## src/rtl/add8_share_ctrl_if.sv

```systemverilog
// Request/response bundle between the requesters and the shared 8-bit adder controller.
// Requester i owns bit i of the per-requester vectors and bits [16i+15:16i] of the operands.
interface add8_share_ctrl_if #(
    parameter int unsigned N_REQ = 4,
    parameter int unsigned ID_W  = 2
);
    logic [N_REQ-1:0]    req_valid;
    logic [N_REQ-1:0]    req_ready;
    logic [N_REQ-1:0]    req_wide;
    logic [16*N_REQ-1:0] req_a;
    logic [16*N_REQ-1:0] req_b;
    logic                rsp_valid;
    logic                rsp_ready;
    logic [ID_W-1:0]     rsp_id;
    logic [16:0]         rsp_sum;

    // Requester side
    modport master (
        output req_valid, req_wide, req_a, req_b, rsp_ready,
        input  req_ready, rsp_valid, rsp_id, rsp_sum
    );

    // Controller side
    modport slave (
        input  req_valid, req_wide, req_a, req_b, rsp_ready,
        output req_ready, rsp_valid, rsp_id, rsp_sum
    );
endinterface

```

## src/rtl/add8_share_ctrl.sv

```systemverilog
// Round-robin controller sharing one combinational 8-bit adder core among N_REQ requesters.
// 8-bit adds take one pass; 16-bit adds take low byte, high byte and, if the low byte
// carried, an increment pass of the high byte. The core's output is used verbatim, so any
// approximation error of the attached add8 variant passes straight through.
module add8_share_ctrl #(
    parameter int unsigned N_REQ = 4,
    parameter int unsigned ID_W  = 2
) (
    input  logic               clk,
    input  logic               rst,
    add8_share_ctrl_if.slave   bus,
    output logic               busy,
    output logic [15:0]        op_count,
    // Shared adder core hookup: O = A (+) B, computed combinationally outside this block
    output logic [7:0]         add_a,
    output logic [7:0]         add_b,
    input  logic [8:0]         add_o
);

    typedef enum logic [2:0] {StIdle, StLo, StHi, StInc, StRsp} state_e;

    state_e          state_q, state_d;
    logic [ID_W-1:0] ptr_q, ptr_d;
    logic [ID_W-1:0] id_q, id_d;
    logic [15:0]     a_q, a_d;
    logic [15:0]     b_q, b_d;
    logic            wide_q, wide_d;
    logic [7:0]      lo_q, lo_d;
    logic            c_q, c_d;
    logic [8:0]      hi_q, hi_d;
    logic [16:0]     res_q, res_d;
    logic [15:0]     op_count_q, op_count_d;

    logic            grant_found;
    int unsigned     grant_idx;
    int unsigned     scan_idx;
    logic [N_REQ-1:0] req_ready_c;

    // Round-robin search: first valid requester at or after ptr+1, wrapping modulo N_REQ
    always_comb begin
        grant_found = 1'b0;
        grant_idx   = 0;
        scan_idx    = 0;
        for (int unsigned k = 1; k <= N_REQ; k++) begin
            scan_idx = (int'(ptr_q) + k) % N_REQ;
            if (!grant_found && bus.req_valid[scan_idx]) begin
                grant_found = 1'b1;
                grant_idx   = scan_idx;
            end
        end
    end

    // Next-state, datapath updates, adder operand mux and grant strobe
    always_comb begin
        state_d     = state_q;
        ptr_d       = ptr_q;
        id_d        = id_q;
        a_d         = a_q;
        b_d         = b_q;
        wide_d      = wide_q;
        lo_d        = lo_q;
        c_d         = c_q;
        hi_d        = hi_q;
        res_d       = res_q;
        op_count_d  = op_count_q;
        req_ready_c = '0;
        add_a       = 8'h00;
        add_b       = 8'h00;

        unique case (state_q)
            StIdle: begin
                if (grant_found) begin
                    req_ready_c[grant_idx] = 1'b1;
                    a_d     = bus.req_a[16*grant_idx +: 16];
                    b_d     = bus.req_b[16*grant_idx +: 16];
                    wide_d  = bus.req_wide[grant_idx];
                    id_d    = ID_W'(grant_idx);
                    ptr_d   = ID_W'(grant_idx);
                    state_d = StLo;
                end
            end
            StLo: begin
                add_a = a_q[7:0];
                add_b = b_q[7:0];
                if (!wide_q) begin
                    res_d   = {8'h00, add_o};
                    state_d = StRsp;
                end else begin
                    lo_d    = add_o[7:0];
                    c_d     = add_o[8];
                    state_d = StHi;
                end
            end
            StHi: begin
                add_a = a_q[15:8];
                add_b = b_q[15:8];
                hi_d  = add_o;
                if (c_q) begin
                    state_d = StInc;
                end else begin
                    // add_o is the value being registered into hi this cycle
                    res_d   = {add_o[8], add_o[7:0], lo_q};
                    state_d = StRsp;
                end
            end
            StInc: begin
                add_a   = hi_q[7:0];
                add_b   = 8'h01;
                res_d   = {hi_q[8] | add_o[8], add_o[7:0], lo_q};
                state_d = StRsp;
            end
            StRsp: begin
                if (bus.rsp_ready) begin
                    op_count_d = op_count_q + 16'd1;
                    state_d    = StIdle;
                end
            end
            default: state_d = StIdle;
        endcase

        // Reset beats a simultaneous handshake: the requester must not see an accept
        if (rst) begin
            req_ready_c = '0;
        end
    end

    // State and datapath registers with synchronous reset
    always_ff @(posedge clk) begin
        if (rst) begin
            state_q    <= StIdle;
            ptr_q      <= ID_W'(N_REQ - 1);
            id_q       <= '0;
            a_q        <= '0;
            b_q        <= '0;
            wide_q     <= 1'b0;
            lo_q       <= '0;
            c_q        <= 1'b0;
            hi_q       <= '0;
            res_q      <= '0;
            op_count_q <= '0;
        end else begin
            state_q    <= state_d;
            ptr_q      <= ptr_d;
            id_q       <= id_d;
            a_q        <= a_d;
            b_q        <= b_d;
            wide_q     <= wide_d;
            lo_q       <= lo_d;
            c_q        <= c_d;
            hi_q       <= hi_d;
            res_q      <= res_d;
            op_count_q <= op_count_d;
        end
    end

    // Response and status outputs; result fields read as zero outside RSP
    always_comb begin
        bus.req_ready = req_ready_c;
        bus.rsp_valid = (state_q == StRsp);
        bus.rsp_sum   = (state_q == StRsp) ? res_q : 17'h0;
        bus.rsp_id    = (state_q == StRsp) ? id_q : '0;
        busy          = (state_q != StIdle);
        op_count      = op_count_q;
    end

endmodule

```

## src/flat_wrapper.sv

```systemverilog
// flat-port wrapper written by rule: the top's interface ports become plain ports
module add8_share_ctrl_flat 
#(
    parameter int unsigned N_REQ = 4,
    parameter int unsigned ID_W  = 2
)
  (clk, rst, busy, op_count, add_a, add_b, add_o, bus_req_valid, bus_req_wide, bus_req_a, bus_req_b, bus_rsp_ready, bus_req_ready, bus_rsp_valid, bus_rsp_id, bus_rsp_sum);
  add8_share_ctrl_if #(.N_REQ(N_REQ), .ID_W(ID_W)) bus_i ();
  input  logic clk;
  input  logic rst;
  output logic busy;
  output logic [15:0] op_count;
  output logic [7:0] add_a;
  output logic [7:0] add_b;
  input  logic [8:0] add_o;
  input wire logic [$bits(bus_i.req_valid)-1:0] bus_req_valid;
  input wire logic [$bits(bus_i.req_wide)-1:0] bus_req_wide;
  input wire logic [$bits(bus_i.req_a)-1:0] bus_req_a;
  input wire logic [$bits(bus_i.req_b)-1:0] bus_req_b;
  input wire logic [$bits(bus_i.rsp_ready)-1:0] bus_rsp_ready;
  output wire logic [$bits(bus_i.req_ready)-1:0] bus_req_ready;
  output wire logic [$bits(bus_i.rsp_valid)-1:0] bus_rsp_valid;
  output wire logic [$bits(bus_i.rsp_id)-1:0] bus_rsp_id;
  output wire logic [$bits(bus_i.rsp_sum)-1:0] bus_rsp_sum;
  assign bus_i.req_valid = bus_req_valid;
  assign bus_i.req_wide = bus_req_wide;
  assign bus_i.req_a = bus_req_a;
  assign bus_i.req_b = bus_req_b;
  assign bus_i.rsp_ready = bus_rsp_ready;
  assign bus_req_ready = bus_i.req_ready;
  assign bus_rsp_valid = bus_i.rsp_valid;
  assign bus_rsp_id = bus_i.rsp_id;
  assign bus_rsp_sum = bus_i.rsp_sum;
  add8_share_ctrl #(.N_REQ(N_REQ), .ID_W(ID_W)) u_core (.clk(clk), .rst(rst), .bus(bus_i), .busy(busy), .op_count(op_count), .add_a(add_a), .add_b(add_b), .add_o(add_o));
endmodule
```

## config.mk

```make
export PLATFORM = sky130hd
export DESIGN_NAME = add8_share_ctrl_flat
export DESIGN_NICKNAME = d
export VERILOG_FILES = /design/src/rtl/add8_share_ctrl_if.sv /design/src/rtl/add8_share_ctrl.sv /design/src/flat_wrapper.sv
export SDC_FILE = /design/constraint.sdc
export NUM_CORES = 1
export LEC_CHECK = 0
export CAP_MARGIN = 20
export CORE_ASPECT_RATIO = 0.6
export CORE_MARGIN = 2
export CORE_UTILIZATION = 40
export DETAILED_ROUTE_END_ITERATION = 6
export PLACE_DENSITY = 0.81
export SLEW_MARGIN = 15
export SYNTH_ARGS = -nofsm -noshare
export SYNTH_HDL_FRONTEND = slang
export SYNTH_SLANG_ARGS = --single-unit
```

## constraint.sdc

```tcl
create_clock -name clk -period 2.2 [get_ports clk]
set_clock_uncertainty 0.1 [all_clocks]
set_input_delay 0.44 -clock clk [delete_from_list [all_inputs] [get_ports clk]]
set_output_delay 0.44 -clock clk [all_outputs]
set_load 0.03 [all_outputs]
```

# --- After elaboration in Yosys (flattened, before gate mapping) ---
# Cells that the tools add are included.
# Widths: inputs -> output; s select.
word_totals:
  regBits: 91
  latch_bits: 0
  ram_bits: 0
  mem_bits_ro: 0
  out_inout_bits: 57
  elab_cells: 83
  memories: 0
op_classes:
  addsub: 5
  mul: 0
  div_mod_pow: 0
  magnitude_cmp: 6
  n_eq_ne: 8
  shift: 2
  n_mux: 35
  bitwise_logic: 1
  n_reduce_logical: 15
op_table:
  columns: ["cell", "n"]
  rows:
  - ["$shiftx 64x33->16", 2]
  - ["$mux 32", 3]
  - ["$mux 17", 3]
  - ["$pmux 17 s3", 1]
  - ["$pmux 8 s3", 2]
  - ["$ge 32x1->1 const B", 1]
  - ["$lt 32x3->1 const B", 1]
  - ["$add 16x1->16 const B", 1]
  - ["$pmux 3 s5", 1]
  - ["$lt 2x3->1 const B", 4]
  - ["$mux 3", 4]
  - ["$mux 4", 3]
  - ["$bmux 1 s2", 5]
  - ["$mux 1", 10]
  - ["$reduce_and 2->1", 4]
  - ["$eq 3x2->1 const B", 2]
  - ["$ne 2x2->1 const B", 3]
  - ["$reduce_bool 3->1", 2]
  - ["$add 2x1->2 const B", 2]
  - ["$add 2x2->2 const B", 2]
  - ["$logic_and 1x1->1", 4]
  - ["$mux 2", 2]
  - ["$eq 3x1->1 const B", 1]
  - ["$eq 3x3->1 const B", 1]
  - ["other kinds (6)", 8]

# --- Longest topological paths before layout ---
logic_depth:
  ltp_word: 20
  mapped_depth: 8
  depth_no_buf: 5

# --- Worst setup path after synthesis ---
# No wires, ideal clock.
synth_path:
  kind: "flip-flop to output port"
  start: "register u_core.state_q[0]"
  end: "output bus_req_ready[0]"
  arrival_time_ps: 2234
  required_time_ps: 1660
  path_slack_ps: -574
  path_stages_with_launch: 8
  n_path_buf: 4
  path_cell_list: "dfxtp_1 -> buf_6 -> or3_4 -> buf_6 -> or3_1 -> buf_6 -> buf_6 -> nor3_1"
synth_between:
  elab_chain_len: 3
synth_lines:
  columns: ["item", "line_no", "text"]
  rows:
  - ["start: declaration", "add8_share_ctrl.sv:22", "state_e state_q, state_d;"]
  - ["start signal: assignment", "add8_share_ctrl.sv:130", "state_q <= StIdle;"]
  - ["start signal: assignment", "add8_share_ctrl.sv:142", "state_q <= state_d;"]
  - ["$logic_not 3->1", "add8_share_ctrl.sv:70", "unique case (state_q)"]
  - ["$mux 4", "add8_share_ctrl.sv:70", null]
  - ["$mux 4", "add8_share_ctrl.sv:122", "if (rst) begin"]
  - ["end: declaration", "flat_wrapper.sv:21", "output wire logic [$bits(bus_i.req_ready)-1:0] bus_req_ready;"]
# Every way passes these cells.

# --- Worst setup path in the final report ---
layout_path:
  start: "register u_core.state_q[1]"
  end: "output bus_req_ready[1]"
# Same word-level chain as after synthesis.

==> metrics list <==
- Area of the core: around 12000 um2
- IO Pins: 205
- Number of hold violations in the final report: 0
- Parity-gate share of the synthesized area counting xor and xnor cells: approximately 1.9%
- The detailed router finished its first iteration with around 280 violations.
* Final ANT Viol Nets: 0
- After synthesis the cells add up to around 5100 um2.
- Clock root buffer: clkbuf_16
- Power share of the combinational group: 42.5%
- The multi-input combinational cells in the finished layout cover a total of slightly above 3000 um2.
- Worst hold margin: just over 0.3 ns
* Via count of the routed design: 5329
* Total clock sinks: 91
* Cell row count: 31
- The checks that failed: negative setup slack.
- Number of synthesis warnings: 0
- The via count of the first global-routing pass is between 5000 and 6000.
- The worst setup path is captured at an output pin.
* Worst hold path stage count: 2
* Remaining global-route overflow: 0
* Portion of the clock cycle consumed by the worst path in the final layout: 108.6%
- Counting every net in the synthesized netlist gives roughly 740.
* Fraction of the yosys area taken by sequential cells: approximately 36%
* H-tree levels: 3
- Cell type with the highest aggregate area in the netlist: dfxtp_1
* Number of standard cells after synthesis: just under 600
- Worst path setup slack after routing: -0.1885 ns
* Run status: finished with violations
- The congestion estimate from routability-driven global placement came to about 0.8.
- Among all flip-flop cells after synthesis, the most frequent one is dfxtp_1.
- Share of synthesized cell area in full adder, half adder and majority cells: less than 1%
- Overall die height: between 90 and 100 um
- In the routed design, unresolved DRC markers number 0.
* Die X: about 150 um
- Cell Pwr Density: slightly above 800 nW/um2
* Main area contributors after synthesis: dfxtp_1, mux2_2, mux2i_1
- Design Area, Final: roughly 8000 um2
- Counting flops with a built-in enable in the synthesized netlist gives 0.
* Start of the worst register-to-register path: u_core.state_q[1]
- Summing the areas of all and, or, nand and nor instances in the mapped netlist gives between 20 and 25% of the synthesized area.
* Footprint of the flip-flops and latches: 1831 um2
- Initial standard-cell utilization of the core: roughly two fifths
* Shortest clock period the worst path allows after layout: 2.389 ns
- The worst hold path terminates at u_core.id_q[1].
* Antenna diode count: 0
- Post-synthesis compound-gate area fraction: a little under a fifth
* Maximum operating frequency: between 0.4 and 0.5 GHz
- Number of search-and-repair iterations in the first detailed-routing pass: 4
- Final-stage net count: 950
- The floorplan step defined a die boundary enclosing ~14000 um2.
- TritonCTS created 9 clock buffers.
- Clock network power share: a little under a quarter
* CP Data Arrival Time: around 1.9 ns
- The endpoint identified for the worst register-to-register timing path is u_core.a_q[6].
- Dividing the detail-routed via count by the number of cells gives 5.488.
- Total design power: roughly 6.5 mW
* Count of state elements after synthesis: 91
- From synthesis to final layout, the design area changed by 57.04%.
* Placed Instance Area: 7498 um2
- Total Routed Length: 16.92 mm
* Synth top area share: between 30% and 40%
- The initial antenna violation count came to 0.
- Insertion delay to the later sink of the worst-skew pair: ~0.34 ns
- Cell count after placement: 950
* Worst reg-to-reg setup slack: 0.09 ns
- In this run the power spent charging and discharging nets is 2.291 mW.
- Summed over all failing endpoints, the final setup total negative slack is -0.7752 ns.
* Layout cell share with drive strength beyond 1: approximately 22%
- The worst setup path is of the register to output pin kind.
- The HPWL after detailed placement is ~13 mm.
- The first global-routing pass estimated between 20 and 30 mm of wire.
- Excluding fillers, the count of instances in the completed layout stands at just under 1000.
* Classification of the worst-slack hold path: input pin to register
- The tool flagged a number of max-cap violations equal to 0.
- P_leak: 3.026 nW
* Part of the power in registers: between 30% and 40%
- Peak ir drop on the vdd network: ~500 uV
* Number of input and output port buffers inserted: a little over 200
- Setup crit start kind: register
* Setup violations, final: 11
- TritonCTS built the clock tree.
* Wire length per cell after detailed routing: 17.43 um
* Worst slew pin tran: roughly 0.56 ns
* Post-synthesis area per instance: about 8.6 um2
* Post-synthesis cell type count: 48
* Setup repair after global routing missed its margin: yes
- Clock Path Buffers: 2
- Filler cell count: 1021
- Mux contribution to synthesized area: ~16%
* Cell internal pwr: roughly 4.2 mW
- Pin count of the biggest net entering global routing: 56
- Global routing usage summed across all routing layers: 24.27%
* Clock input transition at the sequential cells of the worst setup and hold paths: 0.06 ns
- Counting cells, the worst reg-to-reg path comes to 6.
- Counting flops with an async set or reset pin after synthesis yields a share of 0%.
* Worst min-delay path startpoint: rst
- By area, the combinational part of the netlist is dominated by simple AND/OR/NAND/NOR gates.
* Worst-path maximum fanout: 3
- In this run switching power makes up between 30% and 40% of total power.
- The number of max-slew violations in the final report came to 0.
- Relative max-transition margin: 62.71%
- Endpoint required time on the critical path: between 1.5 and 2 ns
==> worst max-delay path by stage <==
stage / startpoint / endpoint / depth (start not counted) / slack (ns)
3_5_place_dp: bus_req_valid[3] / u_core.b_q[4] / 7 / -0.45
2_1_floorplan: u_core.state_q[0] / bus_req_ready[0] / 7 / -0.20
6_report: u_core.state_q[1] / bus_req_ready[1] / 4 / -0.19
5_1_grt: u_core.state_q[1] / bus_req_ready[1] / 4 / -0.23
4_1_cts: u_core.state_q[1] / bus_req_ready[1] / 4 / -0.26
3_3_place_gp: bus_req_valid[3] / bus_req_ready[1] / 7 / -0.41
==> state kept, by name, indices dropped and copies added, names as in the netlist <==
register	flops
u_core.b_q	16
u_core.a_q	16
u_core.wide_q	1
u_core.ptr_q	2
u_core.hi_q	9
u_core.id_q	2
u_core.lo_q	8
u_core.res_q	17
u_core.op_count	16
u_core.c_q	1
u_core.state_q	3
==> per-layer routing <==
metal	global-route usage [%]	vias to the layer above	wire, um
met2	38.52	211	7729
li1	-	2570	-
met3	6.231	22	1170
met4	5.397	0	228
met1	33.21	2526	7794
met5	0	-	0
==> synthesized netlist by cell type, types with 2 or more instances <==
cell type and n:
xor2_1 7, xnor2_1 4, nand4_1 4, o21ai_0 15
or3_1 6, dfxtp_1 91, buf_2 11, nand2_1 64
buf_1 4, a21oi_1 37, a32oi_1 14, buf_4 3
mux2_2 41, nor2_1 44, clkbuf_1 29, buf_6 4
and2_1 21, o31ai_1 14, a211oi_1 2, nand2b_1 6
a21o_1 2, a311oi_1 9, nor2b_1 5, a22oi_1 15
nand3b_1 3, and4_1 2, inv_1 4, nor3_1 8
nand3_1 49, a221o_1 19, mux2i_1 34
==> kinds of logic after synthesis <==
| group | Yosys count |
|---|---|
| AOI/OAI and AO/OA | 131 |
| muxes | 75 |
| xor gates and xnor gates | 11 |
| buffers and inverters | 56 |
| and+or+nand+nor | 223 |
| adders and majority gates | 1 |
| DFF | 91 |
==> power groups by stage <==
stage	registers [mW]	logic (mW)	clock network, mW
floorplan	2.10	1.64	0
global placement	2.18	2.55	0
detailed placement	2.19	2.62	0
CTS	2.16	2.72	1.58
global route	2.20	2.97	1.64
finish	2.18	2.77	1.56
==> timing repair <==
| action | in CTS | in global routing |
|---|---|---|
| pin swaps | 8 | 7 |
| buffers inserted | 4 | 1 |
| hold buffers | 0 | 0 |
| gates resized for setup | 17 | 17 |
| setup endpoints to repair | 69 | 41 |
==> metrics by stage <==
| step | setup WS, ns | util, % |
|---|---|---|
| after floorplan | -0.1987 | - |
| after global placement | -0.4074 | 61.37 |
| after detailed placement | -0.4546 | 61.37 |
| after CTS | -0.2635 | 64.60 |
| after global routing | -0.2315 | 65.10 |
| final | -0.1885 | 65.10 |
==> cells in the final DEF, fill, tap and decap left out, drive strengths merged, types with 3 or more instances in the layout <==
cell type,netlist,layout
buf,23,92
nor2b,5,5
a22oi,15,15
clkinvlp,0,4
nor2,46,46
and2,21,21
o21ai,16,16
clkbuf,29,10
a311oi,9,9
a21oi,37,37
xnor2,4,4
nand3,49,49
nand2,64,64
dfxtp,91,91
a221o,19,19
mux2i,34,34
inv,4,5
nand2b,6,6
a32oi,14,14
nand4,4,4
nand3b,3,3
xor2,7,7
o31ai,14,14
nor3,9,9
mux2,41,41
or3,7,7
clkdlybuf4s50,0,158
==> layout make-up <==
cell class	instances	area share, %
Clock buffer	9	2.832
Clock inverter	7	0.9753
Inverter	4	0.1888
Multi-Input combinational cell	441	38.70
Sequential cell	91	23.01
Tap cell	165	2.596
Timing Repair Buffer	254	31.70
==> critical path, stage by stage (launching register included) <==
cell and delay [ns]:
dfxtp_2 0.32, or3_4 0.41, or3_4 0.43, nor3_4 0.19, buf_12 0.15
Power figures use the tool's default switching activity.
